### config.mk
export PLATFORM = sky130hd
export DESIGN_NAME = carry_skip_adder
export DESIGN_NICKNAME = d
export VERILOG_FILES = /design/src/rtl/carry_skip_pkg.sv /design/src/rtl/carry_skip_block.sv /design/src/rtl/carry_skip_adder.sv
export SDC_FILE = /design/constraint.sdc
export NUM_CORES = 1
export LEC_CHECK = 0
export CAP_MARGIN = 25
export CORE_MARGIN = 2
export CORE_UTILIZATION = 43
export DETAILED_ROUTE_END_ITERATION = 12
export PLACE_DENSITY = 0.82
export SLEW_MARGIN = 20
export SYNTH_ARGS = -nofsm -noshare
export SYNTH_HDL_FRONTEND = slang
export SYNTH_SLANG_ARGS = --single-unit
### constraint.sdc
create_clock -name clk -period 13.05 [get_ports clk]
set_input_delay 3.2625 -clock clk [delete_from_list [all_inputs] [get_ports clk]]
set_output_delay 3.2625 -clock clk [all_outputs]
set_load 0.005 [all_outputs]
### src/rtl/carry_skip_pkg.sv
// Shared constants and helpers for the carry-skip adder.
// Optional overflow output is enabled by defining CARRY_SKIP_OVF_EN.
package carry_skip_pkg;

    localparam int CSK_WIDTH = 8;
    localparam int CSK_BLOCK = 4;

    function automatic int csk_num_blocks(input int width, input int block);
        return width / block;
    endfunction

endpackage

### src/rtl/carry_skip_block.sv
// One skip block: BLOCK-bit ripple adder plus block-propagate and skip mux.
module carry_skip_block
    import carry_skip_pkg::*;
#(
    parameter int BLOCK = CSK_BLOCK
) (
    input  logic [BLOCK-1:0] a,
    input  logic [BLOCK-1:0] b,
    input  logic             cin,
    output logic [BLOCK-1:0] sum,
    output logic             c_ripple,
    output logic             p_blk,
    output logic             cout
);

    logic [BLOCK-1:0] w_p;
    logic [BLOCK-1:0] w_g;
    logic [BLOCK:0]   w_c;

    assign w_p    = a ^ b;
    assign w_g    = a & b;
    assign w_c[0] = cin;

    generate
        for (genvar gi = 0; gi < BLOCK; gi++) begin : g_bit
            assign sum[gi]    = w_p[gi] ^ w_c[gi];
            assign w_c[gi+1]  = w_g[gi] | (w_p[gi] & w_c[gi]);
        end
    endgenerate

    assign c_ripple = w_c[BLOCK];
    assign p_blk    = &w_p;
    // When every bit propagates, the incoming carry bypasses the ripple chain.
    assign cout     = p_blk ? cin : c_ripple;

endmodule

### src/rtl/carry_skip_adder.sv
// Registered WIDTH-bit carry-skip adder, one cycle latency.
// Define CARRY_SKIP_OVF_EN to add the registered signed-overflow output ovf.
module carry_skip_adder
    import carry_skip_pkg::*;
#(
    parameter int WIDTH = CSK_WIDTH,
    parameter int BLOCK = CSK_BLOCK
) (
    input  logic             clk,
    input  logic             rst,
    input  logic [WIDTH-1:0] a,
    input  logic [WIDTH-1:0] b,
    input  logic             cin,
    input  logic             in_valid,
    output logic [WIDTH-1:0] sum,
    output logic             cout,
    output logic             out_valid
`ifdef CARRY_SKIP_OVF_EN
    ,
    output logic             ovf
`endif
);

    localparam int NB = csk_num_blocks(WIDTH, BLOCK);

    generate
        if (BLOCK < 1 || (WIDTH % BLOCK) != 0) begin : g_bad_cfg
            $error("carry_skip_adder: WIDTH must be a positive multiple of BLOCK");
        end
    endgenerate

    logic [NB:0]      w_carry;
    logic [NB-1:0]    w_ripple;
    logic [NB-1:0]    w_prop;
    logic [WIDTH-1:0] w_sum;

    logic [WIDTH-1:0] r_sum;
    logic             r_cout;
    logic             r_valid;

    assign w_carry[0] = cin;

    generate
        for (genvar gi = 0; gi < NB; gi++) begin : g_blk
            carry_skip_block #(
                .BLOCK(BLOCK)
            ) u_blk (
                .a        (a[gi*BLOCK +: BLOCK]),
                .b        (b[gi*BLOCK +: BLOCK]),
                .cin      (w_carry[gi]),
                .sum      (w_sum[gi*BLOCK +: BLOCK]),
                .c_ripple (w_ripple[gi]),
                .p_blk    (w_prop[gi]),
                .cout     (w_carry[gi+1])
            );

            // Skip and ripple paths must agree whenever the skip is taken.
            always_comb begin
                if (w_prop[gi]) begin
                    assert (w_ripple[gi] == w_carry[gi]);
                end
            end
        end
    endgenerate

    always_ff @(posedge clk) begin
        if (rst) begin
            r_sum   <= '0;
            r_cout  <= 1'b0;
            r_valid <= 1'b0;
        end else begin
            r_valid <= in_valid;
            if (in_valid) begin
                r_sum  <= w_sum;
                r_cout <= w_carry[NB];
            end
        end
    end

    assign sum       = r_sum;
    assign cout      = r_cout;
    assign out_valid = r_valid;

`ifdef CARRY_SKIP_OVF_EN
    logic w_c_msb;
    logic r_ovf;

    // Carry into the MSB recovered from its propagate bit and sum bit.
    assign w_c_msb = a[WIDTH-1] ^ b[WIDTH-1] ^ w_sum[WIDTH-1];

    always_ff @(posedge clk) begin
        if (rst) begin
            r_ovf <= 1'b0;
        end else if (in_valid) begin
            r_ovf <= w_c_msb ^ w_carry[NB];
        end
    end

    assign ovf = r_ovf;
`endif

endmodule

==> results.txt, run 1 <==
- Maximum number of pins on one net before global-route repair: 14
* Family with the most delay on the worst path: adder cells
- Final-report setup violation count: 0
* Floorplan die width: between 40 and 50 um
- Hold Vio Cnt, Final: 0
- Post-synthesis instance area: around 660 um2
* Worst-case clock buffer depth: 2
* Hold_buf cts: 0
- Clock-pin slew was measured on the worst setup and hold paths at 0.07 ns.
- Number of gates resized after cts: 0
- Excluding fillers, the count of instances in the completed layout stands at 105.
- The congestion estimate from routability-driven global placement came to 0.7525.
* Capture point of the worst path: sum[7]
* Post-Syn Area per Cell: 11.45 um2
* Master cell of the clock root buffer: sky130_fd_sc_hd__clkbuf_4
- Final Critical Period: 7.081 ns
- At the worst endpoint, the arrival time is 7.27 ns.
- TritonCTS built the clock tree.
- Once detail routing completed, the nets flagged for antenna violations numbered 0.
- Buffering stage count on the worst path with inverters included: 4
- Count of buffers added by post-CTS timing repair for setup: 0
- Diodes inserted: 0
- Cell repeated most along the worst path: sky130_fd_sc_hd__fa_1
- Summing all placed instances gives a cell area of about 960 um2.
- Site row count: 14
* FF-to-FF End: cout
* GRT Util Overall: 0.1636
- Sum Neg Setup Slack: 0 ns
* Half-perimeter wire length of the detailed placement result: 1080 um
* Worst-path fanout max: 2
- Clock H-tree levels: 1
* Number of distinct standard cells referenced by the synthesized netlist: 15
- Crit share post-route: 0.5426
* Number of placed cells counting well taps: 101
- Worst supply voltage drop on vdd: 0.05519 mV
- STA classifies the critical path endpoint as a register.
* Total congestion overflow: 0
- Worst-skew pair later-pin latency: 0.27 ns
- During synthesis, Yosys emitted a total of 0 warnings.
- After detailed routing, the total wire length is 1299 um.
* Reg2reg path depth: 2
- Layout Nets: 126
* Num CTS Buffers: 3
- Using the TritonRoute via totals, the vias-per-cell ratio works out to 4.905.
* Vias in the first global route: 564
- Area growth, synth to finish: 50.66%
* Share of the yosys chip area belonging to registers: 0.3013
- Number of nets produced by synthesis: 94
- Class of the tightest hold or removal check: register to register
* Synthesized instance count: 58
* Number of antenna violations at the first check in global routing: 0
* PnR Total Power: ~90 uW
- In this run the tightest slew margin relative to its limit is 0.6202.
- Worst Hold Slack: between 0.4 and 0.5 ns
- Startpoint of the lowest-slack register-to-register path: cout
- The die is 43.31 um tall.
* CP Launch Type: input pin
- For this configuration, the core starts out at a cell density of 0.4515.
- Worst-path cell with the longest stage delay: sky130_fd_sc_hd__clkdlybuf4s50_1
- Worst setup startpoint: a[0]
- Delay contributed by the slowest stage of the critical path: 0.43 ns
- Power spread over the standard cell area amounts to around 90 nW/um2.
- Length of the first detailed-routing pass in iterations: 4
- Routed len/inst: 12.37 um
- Port buffering added 29 buffers.
* Worst-path cell chain: clkdlybuf4s50_1 -> inv_1 -> fa_1 -> inv_1 -> fa_1 -> fa_1 -> fa_1 -> mux2_4 -> fa_1 -> fa_1 -> fa_1 -> inv_1 -> fa_1 -> a211oi_1
- Across the run, the number of max-cap violations was 0.
- Summing all non-filler instances in the final layout gives an area of around 1000 um2.
- Total via count in the routed design: 515
- Initial DRC Count: 12
* Start-to-end type of the worst setup path: input pin to register
* Hold Startpoint: sum[0]
* CORE AREA: roughly 1500 um2
* Worst endpoint required time: 13.24 ns
- Synthesis inferred 10 register bits.
- Worst-case register-to-register setup slack: 12.21 ns
- After detailed routing, the number of remaining DRC violations is 0.
- RSZ-0062 raised after global routing: no
* Slew at the pin closest to its max-slew limit: 0.5679 ns
- Die footprint: roughly 1900 um2
- Clock sink count: 10
- The number of pins with negative max-slew slack in the final report is 0.
- The flow ran to the end, and the final reports show no timing, DRC or antenna violations.
- Global-route wire length before repair: 2201 um
- Of the cells placed in the final design, the portion with a size suffix greater than 1 is 0.05618.
- Fmax: 141.2 MHz
- The library cell used most frequently in the layout, excluding fill and tap cells, is sky130_fd_sc_hd__clkdlybuf4s50_1.
* Fillcell total: approximately 120
* Most frequent cells in the layout: sky130_fd_sc_hd__clkdlybuf4s50_1, sky130_fd_sc_hd__dfxtp_1, sky130_fd_sc_hd__nor2_1, sky130_fd_sc_hd__fa_1, sky130_fd_sc_hd__ha_1
- The critical path runs through a total of 14 cells.
* Number of top-level pins: 30
- Summed over all cells, the static leakage comes to approximately 0.00044 uW.
- On the final layout, the worst clock skew is 0 ns.
-- worst min-delay path by stage --
stage | to | slack [ns] | depth (start not counted)
final | sum[0] | 0.49 | 2
after global routing | sum[1] | 0.54 | 2
after CTS | sum[0] | 0.49 | 2
after detailed placement | sum[0] | 0.48 | 2
after global placement | sum[0] | 0.47 | 2
after floorplan | sum[0] | 0.47 | 2
-- synthesized netlist by cell type --
| library cell | number | area [um2] |
|---|---|---|
| sky130_fd_sc_hd__nor2b_1 | 1 | 6.260 |
| sky130_fd_sc_hd__mux2_4 | 1 | 15.01 |
| sky130_fd_sc_hd__fa_1 | 8 | 160.2 |
| sky130_fd_sc_hd__a311o_1 | 1 | 10.01 |
| sky130_fd_sc_hd__nor3b_1 | 1 | 7.510 |
| sky130_fd_sc_hd__inv_1 | 7 | 26.28 |
| sky130_fd_sc_hd__a211oi_1 | 2 | 15.01 |
| sky130_fd_sc_hd__nand4_1 | 1 | 6.260 |
| sky130_fd_sc_hd__nor4b_1 | 1 | 8.760 |
| sky130_fd_sc_hd__dfxtp_1 | 10 | 200.2 |
| sky130_fd_sc_hd__buf_2 | 2 | 10.01 |
| sky130_fd_sc_hd__nor2_1 | 8 | 30.03 |
| sky130_fd_sc_hd__mux2i_1 | 6 | 60.06 |
| sky130_fd_sc_hd__and4_1 | 1 | 8.760 |
| sky130_fd_sc_hd__ha_1 | 8 | 100.1 |
-- cell type report --
cell class | count | area (um2) | share of cell area
Clock buffer | 4 | 36.28 | 0.03625
Tap cell | 16 | 20.02 | 0.02000
Multi-Input combinational cell | 39 | 427.9 | 0.4275
Inverter | 7 | 26.28 | 0.02625
Timing Repair Buffer | 29 | 290.3 | 0.2900
Sequential cell | 10 | 200.2 | 0.2000
-- flip-flops by register name, summed over array words and instances (netlist names) --
name	flops
cout	1
out_valid	1
sum	8
-- cells by family after synthesis --
logic type                 after synthesis  synth area share
AOI/OAI and AO/OA                        3           0.03766
DFF                                     10            0.3013
and+or+nand+nor                         13            0.1017
buffers and inverters                    9           0.05462
muxes                                    7            0.1130
adders and majority gates               16            0.3917
-- report_power, final --
group	total, uW	switching [uW]	internal (uW)
Combinational	27.2	10.5	16.8
Sequential	35.2	1.56	33.6
Clock	28.0	11.1	17.0
-- metrics by stage --
stage,setup WS [ns],utilization
final,5.969,0.6803
after global routing,5.812,0.6803
after CTS,5.951,0.6803
after detailed placement,5.667,0.6556
after global placement,5.804,0.6556
after floorplan,6.296,-
-- worst min-delay path, delay by kind of cell (launching register included) --
kind	cells	cell delay [ns]
and+or+nand+nor	1	0.09
AOI/OAI and AO/OA	1	0.05
DFF	1	0.31
-- metal layers --
| layer | wire length, um | GRT usage |
|---|---|---|
| met5 | 0 | 0 |
| met4 | 8 | 0.08485 |
| met3 | 54 | 0.05532 |
| met2 | 701 | 0.2806 |
| met1 | 535 | 0.1769 |
(Power assumes the default switching activity.)
==> inputs of run 2 (changes only) <==
- CORE_UTILIZATION: 43 -> 40
- PLACE_DENSITY: 0.82 -> 0.77
- clock period: 13.05 -> 6.94 ns (I/O delays scaled with it)
==> results.txt, run 2 (synthesis gave the netlist of run 1 again) <==
* Number of placed cells counting well taps: 101 (unchanged)
- The number of pins with negative max-slew slack in the final report was 0 (unchanged).
- Outcome: finished, final reports clean
* Worst-skew pair later-pin latency: 0.26 ns (about the same)
- Global placement routability congestion: 0.7776 (+3.3%)
- The required time of the critical path was 7.12 ns (-6.12 ns).
- Kind of end point of the critical path: register
* Most common cell after layout, fill and taps aside: sky130_fd_sc_hd__clkdlybuf4s50_1
- The H-tree depth came to 1 (unchanged).
* Clock tree from TritonCTS: done
- Switch Pwr: 42.98 uW (+86%)
- Residual DRC: 0 (unchanged)
- The pin count of the biggest net entering global routing was 14 (unchanged).
* Total detailed-routing wirelength: 1377 um (+6.0%)
- Floorplan die width: 44.76 um (+3.3%)
- Worst supply voltage drop on vdd: 0.1360 mV (+150%)
- The worst slew margin relative to its limit was 0.6217 (+0.001490).
- The clock-pin slew reported for the worst setup and hold paths after clock tree synthesis came to 0.06 ns (about the same).
- Num CTS Buffers: 3 (unchanged)
- Vias in the first global route: 556 (-1.4%)
- The filler cell count is 127 (+5.0%).
* Die footprint: 2003 um2 (+6.8%)
- Number of port buffers: 29 (unchanged)
* Total congestion overflow: 0 (unchanged)
* Site row count: 14 (unchanged)
* Length of the first detailed-routing pass in iterations: 1 (-3)
- Static leakage: 0.0004444 uW (unchanged)
- Crit share post-route: 0.8021
- Setup repair after global routing left no endpoint under its margin.
* Max-cap violations: 0 (unchanged)
- Share of total power in the clock network: 0.304 (-0.006)
- The global-route wire length before repair came to 2408 um (+9.4%).
* Residual antenna-violating net count after detailed routing: 0 (unchanged)
- Layout Nets: 126 (unchanged)
- Initial DRC Count: 0 (-12)
- The number of hold violations in the final report is 0 (unchanged).
- The slew at the pin with the worst max-slew slack was 0.5656 ns (-0.002227 ns).
- The portion of total power attributed to sequential cells came to 0.388 (about the same).
- The antenna diode count came to 0 (unchanged).
- Final standard cell count with taps included and fillers excluded: 105 (unchanged)
* Starting utilization of the core area: 0.4360 (-0.01557)
- Vias/cell: 4.962 (+1.2%)
- Fmax: 179.6 MHz
* Number of gates resized after cts: 0 (unchanged)
* Number of top-level pins: 30 (unchanged)
* Final-report setup violation count: 0 (unchanged)
- The fraction of layout instances using a drive strength above 1 is 0.05618 (unchanged).
* Max FFs per register: 8 (unchanged)
- Count of buffers added by post-CTS timing repair for setup: 0 (unchanged)
* Area growth, synth to finish: 50.66% (unchanged)
- Switching portion of total power: 0.2528 (-0.002464)
- Final Critical Period: 5.567 ns
* Number of antenna violations at the first check in global routing: 0 (unchanged)
- The clock net sink count came to 10 (unchanged).
- CORE AREA: 1524 um2 (+3.6%)
- The power per cell area came to 169.9 nW/um2 (+88%).
- Total via count in the routed design: 521 (+1.2%)
- Sum Neg Setup Slack: 0 ns (unchanged)
- The final core area utilization came to 0.6568 (-0.02346).
* Final clock skew: 0 ns (unchanged)
- Worst Hold Slack: 0.4785 ns (-0.01037 ns)
- Combinational power share: 0.308 (+0.007)
- The chip height is 44.76 um (+3.3%).
- Final std cell area, no fill: 1001 um2 (unchanged)
- Worst-case clock buffer depth: 2 (unchanged)
- The worst setup path is launched from an input pin.
- The post-cts hold buffer count was 0 (unchanged).
- Worst-path fanout max: 2 (unchanged)
- The arrival time of the worst setup path was 5.75 ns (-1.52 ns).
- GRT Util Overall: 0.1722 (+0.008547)
- The total cell area at the placement stage was 964.7 um2 (unchanged).
- The total internal power is 127.1 uW (+89%).
- Class of the tightest hold or removal check: register to register
- Most frequent cells in the layout: sky130_fd_sc_hd__clkdlybuf4s50_1, sky130_fd_sc_hd__dfxtp_1, sky130_fd_sc_hd__nor2_1, sky130_fd_sc_hd__fa_1, sky130_fd_sc_hd__ha_1
- Routed len/inst: 13.11 um (+6.0%)
- The critical path in this run is classified as input pin to register.
- The tree is rooted in a sky130_fd_sc_hd__clkbuf_4.
run 2: worst max-delay path, stage by stage:
cell and delay, ns:
sky130_fd_sc_hd__clkdlybuf4s50_1 0.43, sky130_fd_sc_hd__inv_1 0.09, sky130_fd_sc_hd__fa_1 0.18, sky130_fd_sc_hd__inv_1 0.05, sky130_fd_sc_hd__fa_1 0.37, sky130_fd_sc_hd__fa_1 0.38
sky130_fd_sc_hd__fa_1 0.37, sky130_fd_sc_hd__mux2_4 0.29, sky130_fd_sc_hd__fa_1 0.39, sky130_fd_sc_hd__fa_1 0.39, sky130_fd_sc_hd__fa_1 0.37, sky130_fd_sc_hd__inv_1 0.08
sky130_fd_sc_hd__fa_1 0.41, sky130_fd_sc_hd__a211oi_1 0.23
run 2: worst paths after layout:
check             startpoint     end  slack (ns)  cells past startpoint
setup / recovery        a[0]  sum[7]        1.37                     14
hold / removal        sum[0]  sum[0]        0.48                      2
setup reg to reg        cout    cout        6.09                      2
hold reg to reg       sum[0]  sum[0]        0.48                      2
run 2: cell type report:
type | instances | area, um2 | area share
inverters | 7 | 26.28 | 0.02625
clock buffers | 4 | 36.28 | 0.03625
well taps | 16 | 20.02 | 0.02000
flip-flops and latches | 10 | 200.2 | 0.2000
repair buffers | 29 | 290.3 | 0.2900
multi-input cells | 39 | 427.9 | 0.4275
run 2: through the flow:
stage,worst slack [ns],total power (uW)
2_1_floorplan,1.713,88.98
3_3_place_gp,1.183,118.1
3_5_place_dp,1.055,120.2
4_1_cts,1.341,173.5
5_1_grt,1.192,180.8
6_report,1.373,170.0
run 2: power groups by stage:
stage                     registers, uW  logic [uW]  clock network, uW
after detailed placement           67.3        52.9                  0
after floorplan                    67.8        21.2                  0
after global placement             67.2        50.9                  0
after CTS                          66.1        53.6               53.8
final                              66.0        52.3               51.7
after global routing               66.7        58.5               55.5
run 2: routing by layer:
metal	part of all wire	vias to the layer above	track usage
li1	-	249	-
met3	0.042	2	0.06000
met4	0.0058	0	0.05455
met5	0	-	0
met1	0.39	256	0.1923
met2	0.56	14	0.3043
